`config.mk`:
```
export PLATFORM = sky130hd
export DESIGN_NAME = seq_mult_ctrl
export DESIGN_NICKNAME = d
export VERILOG_FILES = /design/src/rtl/seq_mult_ctrl.sv
export SDC_FILE = /design/constraint.sdc
export NUM_CORES = 1
export LEC_CHECK = 0
export BUFFER_PORTS_ARGS = -buffer_cell sky130_fd_sc_hd__buf_2
export CORE_MARGIN = 8
export CORE_UTILIZATION = 45
export DETAILED_ROUTE_END_ITERATION = 7
export PLACE_DENSITY = 0.65
export SYNTH_ARGS = -nofsm -noshare
export SYNTH_HDL_FRONTEND = slang
export SYNTH_SLANG_ARGS = --single-unit
export TNS_END_PERCENT = 100
```
`constraint.sdc`:
```
create_clock -name clk -period 1.6 [get_ports clk]
set_input_delay 0.08 -clock clk [delete_from_list [all_inputs] [get_ports clk]]
set_output_delay 0.08 -clock clk [all_outputs]
set_load 0.05 [all_outputs]
```
`src/rtl/seq_mult_ctrl.sv`:
```
// Shift-and-add unsigned multiplier with start/busy/done handshake and a held, registered product.
// Build option SEQ_MULT_EARLY_TERM_EN ends RUN as soon as the remaining multiplier bits are all zero.
//
// state | meaning
// IDLE  | waiting for start; P holds the last product
// RUN   | one multiplier bit consumed per clock
// DONE  | done pulse, P valid; start here launches the next operation directly
module seq_mult_ctrl #(
    parameter int WIDTH = 3
) (
    input  logic                 clk,
    input  logic                 rst_n,
    input  logic                 start,
    input  logic [WIDTH-1:0]     A,
    input  logic [WIDTH-1:0]     B,
    output logic                 busy,
    output logic                 done,
    output logic [2*WIDTH-1:0]   P
);

    localparam int CNT_W = (WIDTH <= 2) ? 1 : $clog2(WIDTH);
    localparam logic [CNT_W-1:0] CNT_LAST = CNT_W'(WIDTH - 1);

    localparam logic [1:0] ST_IDLE = 2'd0;
    localparam logic [1:0] ST_RUN  = 2'd1;
    localparam logic [1:0] ST_DONE = 2'd2;

    logic [1:0]           state_q,  state_d;
    logic [2*WIDTH-1:0]   acc_q,    acc_d;
    logic [2*WIDTH-1:0]   mcand_q,  mcand_d;
    logic [WIDTH-1:0]     mplier_q, mplier_d;
    logic [CNT_W-1:0]     cnt_q,    cnt_d;
    logic [2*WIDTH-1:0]   p_q,      p_d;

    logic [2*WIDTH-1:0]   acc_sum;
    logic [WIDTH-1:0]     mplier_shifted;
    logic                 last_iter;

    always_comb begin
        acc_sum        = acc_q + (mplier_q[0] ? mcand_q : '0);
        mplier_shifted = mplier_q >> 1;
`ifdef SEQ_MULT_EARLY_TERM_EN
        last_iter = (cnt_q == CNT_LAST) || (mplier_shifted == '0);
`else
        last_iter = (cnt_q == CNT_LAST);
`endif
    end

    always_comb begin
        state_d  = state_q;
        acc_d    = acc_q;
        mcand_d  = mcand_q;
        mplier_d = mplier_q;
        cnt_d    = cnt_q;
        p_d      = p_q;

        case (state_q)
            ST_IDLE, ST_DONE: begin
                if (start) begin
                    acc_d    = '0;
                    mcand_d  = {{WIDTH{1'b0}}, A};
                    mplier_d = B;
                    cnt_d    = '0;
                    state_d  = ST_RUN;
                end else begin
                    state_d  = ST_IDLE;
                end
            end
            ST_RUN: begin
                acc_d    = acc_sum;
                mcand_d  = mcand_q << 1;
                mplier_d = mplier_shifted;
                cnt_d    = cnt_q + 1'b1;
                if (last_iter) begin
                    // Publish including this edge's add, so P is valid in the DONE cycle.
                    p_d     = acc_sum;
                    state_d = ST_DONE;
                end
            end
            default: begin
                state_d = ST_IDLE;
            end
        endcase
    end

    always_ff @(posedge clk) begin
        if (!rst_n) begin
            state_q  <= ST_IDLE;
            acc_q    <= '0;
            mcand_q  <= '0;
            mplier_q <= '0;
            cnt_q    <= '0;
            p_q      <= '0;
        end else begin
            state_q  <= state_d;
            acc_q    <= acc_d;
            mcand_q  <= mcand_d;
            mplier_q <= mplier_d;
            cnt_q    <= cnt_d;
            p_q      <= p_d;
        end
    end

    assign busy = (state_q == ST_RUN) || (state_q == ST_DONE);
    assign done = (state_q == ST_DONE);
    assign P    = p_q;

endmodule

```
==> out/results.ini, run 1 <==
[global_route]
grt_util_all_layers_pct=12.5
grt-busiest-layer=met2
grtUsageMet2_pct=21.8
grt_util_met1_pct=14.1
grt_pass1_vias=1146
antenna_found_initial=0
grt_pass1_wl_um=5200
grt_use_met3_pct=3.11
grt_max_degree=18
overflow=0

[timing]
finalSetupViolCount=8
period_needed_ns=1.69
relSlewSlack_pct=78.0
maxSlewViolCount=0
min_period_over_period_pct=106
hold_viol=0
fmax_mhz=590
postLayoutSetupSlackWorst_ns=-0.0948
worst_pin_slew_ns=0.330
grt_setup_unrepaired=yes
skew_ns=0.00628

[layout]
syn_to_final_growth_pct=31.5
final_nets=197
final_layout_size_suffix_gt1_share_pct=39.0
final_cells=208
antennaDiodeCount=0
utilization_pct=63.0
fill_cells=228

[yosys]
yosys.area_share.simple_pct=19.7
yosysMostFrequentCell=dfxtp_1
synth-adder-area-share_pct=9.95
yosys.area.top_type=dfxtp_1
syn_nets=166
ys_warn_count=0
synth_compound_area_share_pct=20.8
synth-edff-count=0
ys_seq_elements=25
synth_top_area_share_pct=37.6
synth_area_um2=1330
ys_async_sr_fraction_pct=0
synth_cell_type_count=38
synth_area_per_cell_um2=9.06
synthXorXnorAreaFrac_pct=2.63
post_synth_inst_count=147
synth_top_family_by_area=compound AO/OA/AOI/OAI gates
synth_flop_cell=dfxtp_1
synth_area_leaders=dfxtp_1 (38%), ha_1 (8.5%), nand2_1 (5.4%)
synthMuxAreaShare_pct=3.76
synthTopCellsByCount=dfxtp_1 (25), nand2_1 (19), nand3_1 (10), a21boi_1 (9), ha_1 (9)
seq_area_frac_synth_pct=37.6

[status]
violations=setup timing
run_status=finished, violations left

[power_and_ir_drop]
power.leakage_nw=0.741
comb_power_share_pct=17.2
power.internal_mw=0.830
pwr-share-clk_pct=25.8
power.share.switching_pct=27.5
p_sw_mw=0.315
p_per_area_nw_per_um2=654
ir_worst_vdd_v=0.000597
power_frac_seq_pct=57.0

[clock_tree]
cts_buffer_depth=2
cts_buffers=3
h-tree-depth=1
clk_pin_slew_worst_paths_ns=0.14
clock_latency_ns=0.33
cts_root_buf=clkbuf_4
holdBufCountCts=0
cts_tree=built
clkSinkCount=25

[floorplan]
dieArea_um2=4960
io_pins=17
start_util_pct=47.9
core_um2=2780
die_w_um=70.4
core.rowCount=19
die_height_um=70.4

[route]
wl_um=3300
final_antenna_net_count=0
viasPerCell=5.68
wire_per_inst_um=15.8
drt-pass1-iter-count=4
drt-initial-drc-count=70
vias=1181
drc=0

[worst_setup_path]
crit_arrival_ns=1.97
cp_max_fo=5
worst-endpoint-required_ns=1.88
critical_path_class=register to register
cp-end-kind=register
cp-start-kind=register

[job]
maxCapViolCount=0

[place]
placed_cells=194
place_congestion=0.762
hpwl_um=2100
portBuffers=16

[min_path]
hp-class=input port to register

[final timing paths]
path                                   from         end  slack (ns)  cells past startpoint
worst max-delay path            mplier_q[0]    acc_q[1]       -0.09                      6
worst min-delay path                   A[0]  mcand_q[0]        0.04                      3
worst max register to register  mplier_q[0]    acc_q[1]       -0.09                      6
worst min register to register     cnt_q[0]    cnt_q[0]        0.46                      2
[layer usage]
layer  share of wire (%)  routed length, um
met5                   0                  0
met4                 2.2                 74
met3                 3.9                129
met2                  50               1650
met1                  44               1440
[flip-flops by register name, indices dropped and copies added, names as in the netlist]
name / flops
P: 6
acc_q: 6
cnt_q: 2
mcand_q: 6
mplier_q: 3
state_q: 2
[stage by stage]
step | setup TNS, ns | total power, mW | setup WS, ns | cell area, um2 | hold WS, ns
5_1_grt | -1.13 | 1.19 | -0.193 | 1750 | 0.0703
4_1_cts | -0.479 | 1.12 | -0.0976 | 1570 | 0.0409
3_5_place_dp | -0.672 | 0.816 | -0.138 | 1470 | 0.394
2_1_floorplan | -0.133 | 0.778 | -0.0600 | 1340 | 0.275
6_report | -0.420 | 1.15 | -0.0948 | 1750 | 0.0447
3_3_place_gp | -0.402 | 0.812 | -0.103 | 1470 | 0.384
[cell families (layout without fill, tap and decap cells)]
| group | Yosys count | in the layout |
|---|---|---|
| simple gates | 52 | 52 |
| buf+inv | 15 | 45 |
| compound gates | 36 | 36 |
| xor+xnor | 4 | 4 |
| mux | 5 | 5 |
| flops | 25 | 25 |
| fa+ha+maj | 10 | 10 |
[layout by cell type (no fill, tap or decap), types with 3 or more instances in the layout]
cell type	instances
inv_1	7
ha_4	4
mux2i_1	5
buf_4	14
o211a_1	6
a21oi_4	3
nand2_1	18
dfxtp_1	22
buf_2	16
and2_1	4
o21ai_1	4
a21boi_1	9
ha_2	3
nor2_1	3
nand3_1	10
or3_1	3
and2_4	3
clkbuf_4	3
[power groups by stage]
stage	Sequential (mW)	Clock [mW]	Combinational [mW]
6_report	0.653	0.295	0.197
5_1_grt	0.656	0.320	0.213
4_1_cts	0.652	0.305	0.163
3_5_place_dp	0.666	0	0.150
3_3_place_gp	0.665	0	0.148
2_1_floorplan	0.663	0	0.114
[cell type report]
cell class	instances	area, um2	area share, %
clock buffers	3	22.5	1.29
flip-flops and latches	25	507	28.9
well taps	31	38.8	2.21
inverters	8	30.0	1.71
clock inverters	1	5.00	0.286
repair buffers	33	228	13.0
multi-input cells	107	921	52.6
[timing repair]
action                     4_1_cts  5_1_grt
gates resized for setup         13       23
gates cloned                     0        0
setup buffers                    2        8
pin swaps                        9       13
setup endpoints to repair       11       18
[critical path, stage by stage, from the launching register on]
cell and delay, ns:
dfxtp_4 0.38, and2_4 0.14, ha_4 0.15, inv_2 0.05
fa_2 0.44, or3_1 0.36, a21boi_1 0.12
(Power assumes the default switching activity.)
==> run 2: changes to the inputs <==
REMOVE_ABC_BUFFERS = 1   (was not set)
==> run 2 against run 1 <==
Net effect: the flow still finishes with violations (setup timing); sequential share of layout area up 0.63 points; power shrank 1.1%; combinational power is essentially flat; critical path depth unchanged; flip-flop and latch count is the same; maximum frequency grew 0.45%; via count fell by 4.1%; sequential power is essentially flat.
==> out/results.ini, run 2 (synthesis results as in run 1) <==
[power_and_ir_drop]
pwr-share-clk_pct=25.2  ; -0.6 points
power.share.switching_pct=26.6  ; -0.91 points
power_frac_seq_pct=57.6  ; +0.6 points
p_sw_mw=0.302  ; -4.4%
p_per_area_nw_per_um2=662  ; +1.3%
power.internal_mw=0.831  ; +0.13%
power.leakage_nw=0.721  ; -2.6%
ir_worst_vdd_v=0.000615  ; +3.0%
comb_power_share_pct=17.2  ; about the same

[floorplan]
die_w_um=70.4  ; unchanged
core.rowCount=19  ; unchanged
start_util_pct=47.9  ; unchanged
die_height_um=70.4  ; unchanged
io_pins=17  ; unchanged
core_um2=2780  ; unchanged
dieArea_um2=4960  ; unchanged

[global_route]
grt_util_all_layers_pct=11.8  ; -0.69 points
antenna_found_initial=0  ; unchanged
grt_pass1_vias=1138  ; -0.70%
grt_max_degree=17  ; -1
overflow=0  ; unchanged
grt_pass1_wl_um=5060  ; -2.8%

[layout]
multi_input_area_um2=902  ; -2.0%
utilization_pct=61.5  ; -1.5 points
final_nets=195  ; -1.0%
stdcell_area_um2=1710  ; -2.4%
final_common_cell=dfxtp_1
final_layout_size_suffix_gt1_share_pct=36.0  ; -3.0 points
layout_common_cells=dfxtp_1 (21), nand2_1 (18), buf_2 (16), buf_4 (11), nand3_1 (10)
syn_to_final_growth_pct=28.4
antennaDiodeCount=0  ; unchanged
final-seq-area_um2=505  ; -0.25%
fill_cells=238  ; +4.4%

[worst_setup_path]
worstRegToRegCells=6  ; unchanged
cp_max_fo=2  ; -3
r2r_slack_ns=-0.09  ; about the same
crit_path_start=mplier_q[0]
cp-end-kind=register
crit_end=acc_q[1]
critical_path_class=register to register
crit_arrival_ns=1.95  ; -0.02 ns
r2r-end=acc_q[1]
r2r-start=mplier_q[0]
cp-start-kind=register
worst-endpoint-required_ns=1.86  ; -0.02 ns

[clock_tree]
cts_buffers=3  ; unchanged
cts_buffer_depth=2  ; unchanged
clock_latency_ns=0.32  ; about the same
clkSinkCount=25  ; unchanged
cts_tree=built
cts_root_buf=clkbuf_4
h-tree-depth=1  ; unchanged
clk_pin_slew_worst_paths_ns=0.13  ; about the same
holdBufCountCts=0  ; unchanged

[route]
vias=1133  ; -4.1%
viasPerCell=5.50  ; -3.1%
final_antenna_net_count=0  ; unchanged
drt-pass1-iter-count=4  ; unchanged
wl_um=3000  ; -9.0%
wire_per_inst_um=14.6  ; -8.1%
drc=0  ; unchanged
drt-initial-drc-count=38  ; -46%

[timing]
hold_slack_ns=0.0518  ; +0.00701 ns
maxSlewViolCount=0  ; unchanged
postLayoutSetupSlackWorst_ns=-0.0871  ; +0.00763 ns
min_period_over_period_pct=105  ; -0.48 points
worst_pin_slew_ns=0.363  ; +0.0333 ns
grt_setup_unrepaired=yes
finalSetupViolCount=6  ; -2
skew_ns=0.00422  ; -0.00205 ns
setup_tns_ns=-0.255  ; +0.165 ns
relSlewSlack_pct=75.7  ; -2.2 points
period_needed_ns=1.69  ; -0.00763 ns
hold_viol=0  ; unchanged
fmax_mhz=593  ; +0.45%

[place]
dpl-instance-area_um2=1480  ; +0.51%
place_congestion=0.834  ; +9.5%
portBuffers=16  ; unchanged
post-place-ws_ns=-0.126  ; +0.0122 ns
hpwl_um=2060  ; -2.1%

[job]
maxCapViolCount=0  ; unchanged

[min_path]
hp-class=input port to register
hp-start=A[0]

[status]
violations=setup timing
run_status=finished, violations left

-- run 2: area by class of cell --
type | instances | share of cell area [%]
multi-input combinational | 107 | 52.7
tap | 31 | 2.27
sequential | 25 | 29.6
inverter | 8 | 1.76
clock buffer | 4 | 1.54
timing repair buffer | 31 | 12.1
-- run 2: metrics by stage --
step	instances	total power, mW
CTS	200	1.11
floorplan	140	0.758
global placement	196	0.816
global route	206	1.19
detailed placement	196	0.820
finish	206	1.13
-- run 2: worst min-delay path by stage --
stage,end,slack [ns],cells after the start
2_1_floorplan,P[2],0.20,1
3_3_place_gp,mcand_q[0],0.39,3
3_5_place_dp,mcand_q[0],0.39,3
4_1_cts,mcand_q[0],0.05,3
5_1_grt,mcand_q[0],0.08,3
6_report,mcand_q[0],0.05,3
-- run 2: timing repair --
item / in CTS / in global routing
pin swaps: 11 / 14
buffers inserted: 0 / 6
resized for setup: 17 / 20
setup endpoints to repair: 9 / 20
-- run 2: power by group through the flow --
| stage | combinational [mW] | clock [mW] | sequential, mW |
|---|---|---|---|
| 5_1_grt | 0.210 | 0.320 | 0.656 |
| 6_report | 0.195 | 0.285 | 0.652 |
| 3_5_place_dp | 0.157 | 0 | 0.663 |
| 4_1_cts | 0.165 | 0.296 | 0.652 |
| 2_1_floorplan | 0.0955 | 0 | 0.663 |
| 3_3_place_gp | 0.153 | 0 | 0.662 |
-- run 2: critical path, stage by stage (launching register included) --
cell and delay [ns]:
dfxtp_2 0.35, and2_4 0.16, ha_4 0.15, inv_2 0.05, fa_2 0.43, or3_1 0.36, a21boi_1 0.14
-- run 2: layer usage --
metal	GRT usage [%]	share of wire [%]
met5	0	0
met2	19.3	46
met3	3.81	5.2
met1	14.6	48
met4	2.46	1.1
==> run 3: changes to the inputs <==
clock period = 1.4 ns   (was 1.6 ns; I/O delays follow)
==> run 3 against run 2 <==
Net effect: the run still ends with setup timing left; final cell count is 6.8% higher; global-route usage is 0.97 points higher; flip-flop and latch count unchanged; clock power up 15%; combinational power is 43% higher; sequential share of layout area shrank 3.0 points; maximum frequency down 1.4%; critical endpoint unchanged; largest power group unchanged.
==> out/results.ini, run 3 (synthesis results as in run 1) <==
[status]
run_status=finished, violations left
violations=setup timing

[route]
drt-initial-drc-count=75  ; +97%
drt-pass1-iter-count=4  ; unchanged
vias=1226  ; +8.2%
drc=0  ; unchanged
viasPerCell=5.57  ; +1.3%
dr.max_layer_used=met4
wl_um=3390  ; +13%
dr_wl_met2_um=1670  ; +21%
drt-met1-wl_um=1470  ; +2.9%
wire_per_inst_um=15.4  ; +5.9%
final_antenna_net_count=0  ; unchanged
met3_length_um=220  ; +41%

[layout]
final_nets=209  ; +7.2%
fill_cells=211  ; -11%
antennaDiodeCount=0  ; unchanged
final_layout_size_suffix_gt1_share_pct=47.6  ; +12 points
layout_common_cells=dfxtp_1 (21), buf_4 (21), buf_2 (16), nand2_1 (15), nand3_1 (10)
syn_to_final_growth_pct=43.5
stdcell_area_um2=1910  ; +12%

[floorplan]
die_w_um=70.4  ; unchanged
start_util_pct=47.9  ; unchanged
die_height_um=70.4  ; unchanged
core_um2=2780  ; unchanged
io_pins=17  ; unchanged
dieArea_um2=4960  ; unchanged
core.rowCount=19  ; unchanged

[worst_setup_path]
cp-end-kind=register
cp_max_fo=2  ; unchanged
crit_arrival_ns=1.97  ; +0.02 ns
worst-endpoint-required_ns=1.66  ; -0.20 ns
critical_path_class=register to register
cp-start-kind=register
cpMaxStageDelayCell=fa_2
cp_cell_sequence=and2_4 > ha_4 > inv_2 > fa_2 > or3_1 > a21boi_1
r2r_slack_ns=-0.31  ; -0.22 ns
slowest_delay_ns=0.43  ; about the same

[global_route]
antenna_found_initial=0  ; unchanged
grt_pass1_wl_um=5270  ; +4.2%
grt_pass1_vias=1163  ; +2.2%
grt_max_degree=16  ; -1
overflow=0  ; unchanged
grt_util_all_layers_pct=12.8  ; +0.97 points

[power_and_ir_drop]
p_per_area_nw_per_um2=706  ; +6.6%
finalPower_mw=1.35  ; +19%
power.leakage_nw=0.817  ; +13%
ir_worst_vdd_v=0.000728  ; +18%

[place]
place_congestion=0.851  ; +2.0%
hpwl_um=2240  ; +8.6%
dpl-instance-area_um2=1550  ; +5.1%
portBuffers=16  ; unchanged

[clock_tree]
cts_buffer_depth=2  ; unchanged
clock_latency_ns=0.32  ; about the same
cts_tree=built
holdBufCountCts=0  ; unchanged
clk_pin_slew_worst_paths_ns=0.13  ; about the same
clkSinkCount=25  ; unchanged
cts_root_buf=clkbuf_4
h-tree-depth=1  ; unchanged
cts_buffers=3  ; unchanged

[timing]
skew_ns=0.00309  ; -0.00113 ns
period_needed_ns=1.71  ; +0.0242 ns
postLayoutSetupSlackWorst_ns=-0.311  ; -0.224 ns
relSlewSlack_pct=77.2  ; +1.5 points
finalSetupViolCount=21  ; +15
worst_pin_slew_ns=0.341  ; -0.0223 ns
hold_slack_ns=0.0830  ; +0.0313 ns
fmax_mhz=584  ; -1.4%
maxSlewViolCount=0  ; unchanged
hold_viol=0  ; unchanged
min_period_over_period_pct=122  ; +17 points
grt_setup_unrepaired=yes

[min_path]
hp-class=input port to register

[job]
maxCapViolCount=0  ; unchanged

==> run 3: stage by stage <==
step	setup TNS, ns	utilization (%)	std cells	setup WS (ns)
4_1_cts	-3.81	62.7	215	-0.285
6_report	-2.64	68.7	220	-0.311
2_1_floorplan	-4.94	-	140	-0.324
5_1_grt	-3.98	68.7	220	-0.374
3_3_place_gp	-3.26	55.7	206	-0.295
3_5_place_dp	-4.79	55.7	206	-0.369
==> run 3: worst max-delay path, delay by kind of cell (launching register included) <==
family / cells / cell delay [ns]
flops: 1 / 0.34
buf+inv: 1 / 0.05
fa+ha+maj: 2 / 0.58
compound gates: 1 / 0.17
simple gates: 2 / 0.52
==> run 3: repair_timing <==
| action | 4_1_cts | 5_1_grt |
|---|---|---|
| setup buffers | 5 | 4 |
| pin swaps | 19 | 19 |
| cloned | 0 | 1 |
| resized for setup | 31 | 31 |
| setup endpoints to repair | 23 | 26 |
==> run 3: cell type report <==
class	instances	area, um2	share of cell area, %
inverter	8	37.5	1.96
clock buffer	4	26.3	1.37
tap	31	38.8	2.03
timing repair buffer	44	317	16.6
sequential	25	508	26.6
multi-input combinational	108	985	51.5
==> run 3: per-layer routing <==
metal / GRT usage (%) / up-vias
met5: 0 / -
met4: 2.23 / 0
met3: 4.80 / 4
met2: 21.6 / 42
met1: 15.0 / 578
li1: - / 602
==> run 3: path summary, 6_finish.rpt <==
check	from	to	depth (start not counted)
min reg2reg	P[0]	P[0]	2
max	mcand_q[0]	acc_q[1]	6
min	A[2]	mcand_q[2]	4
max reg2reg	mcand_q[0]	acc_q[1]	6
==> run 3: power breakdown <==
group,switching [mW],internal [mW]
logic,0.137,0.140
registers,0.0146,0.730
clock network,0.215,0.112
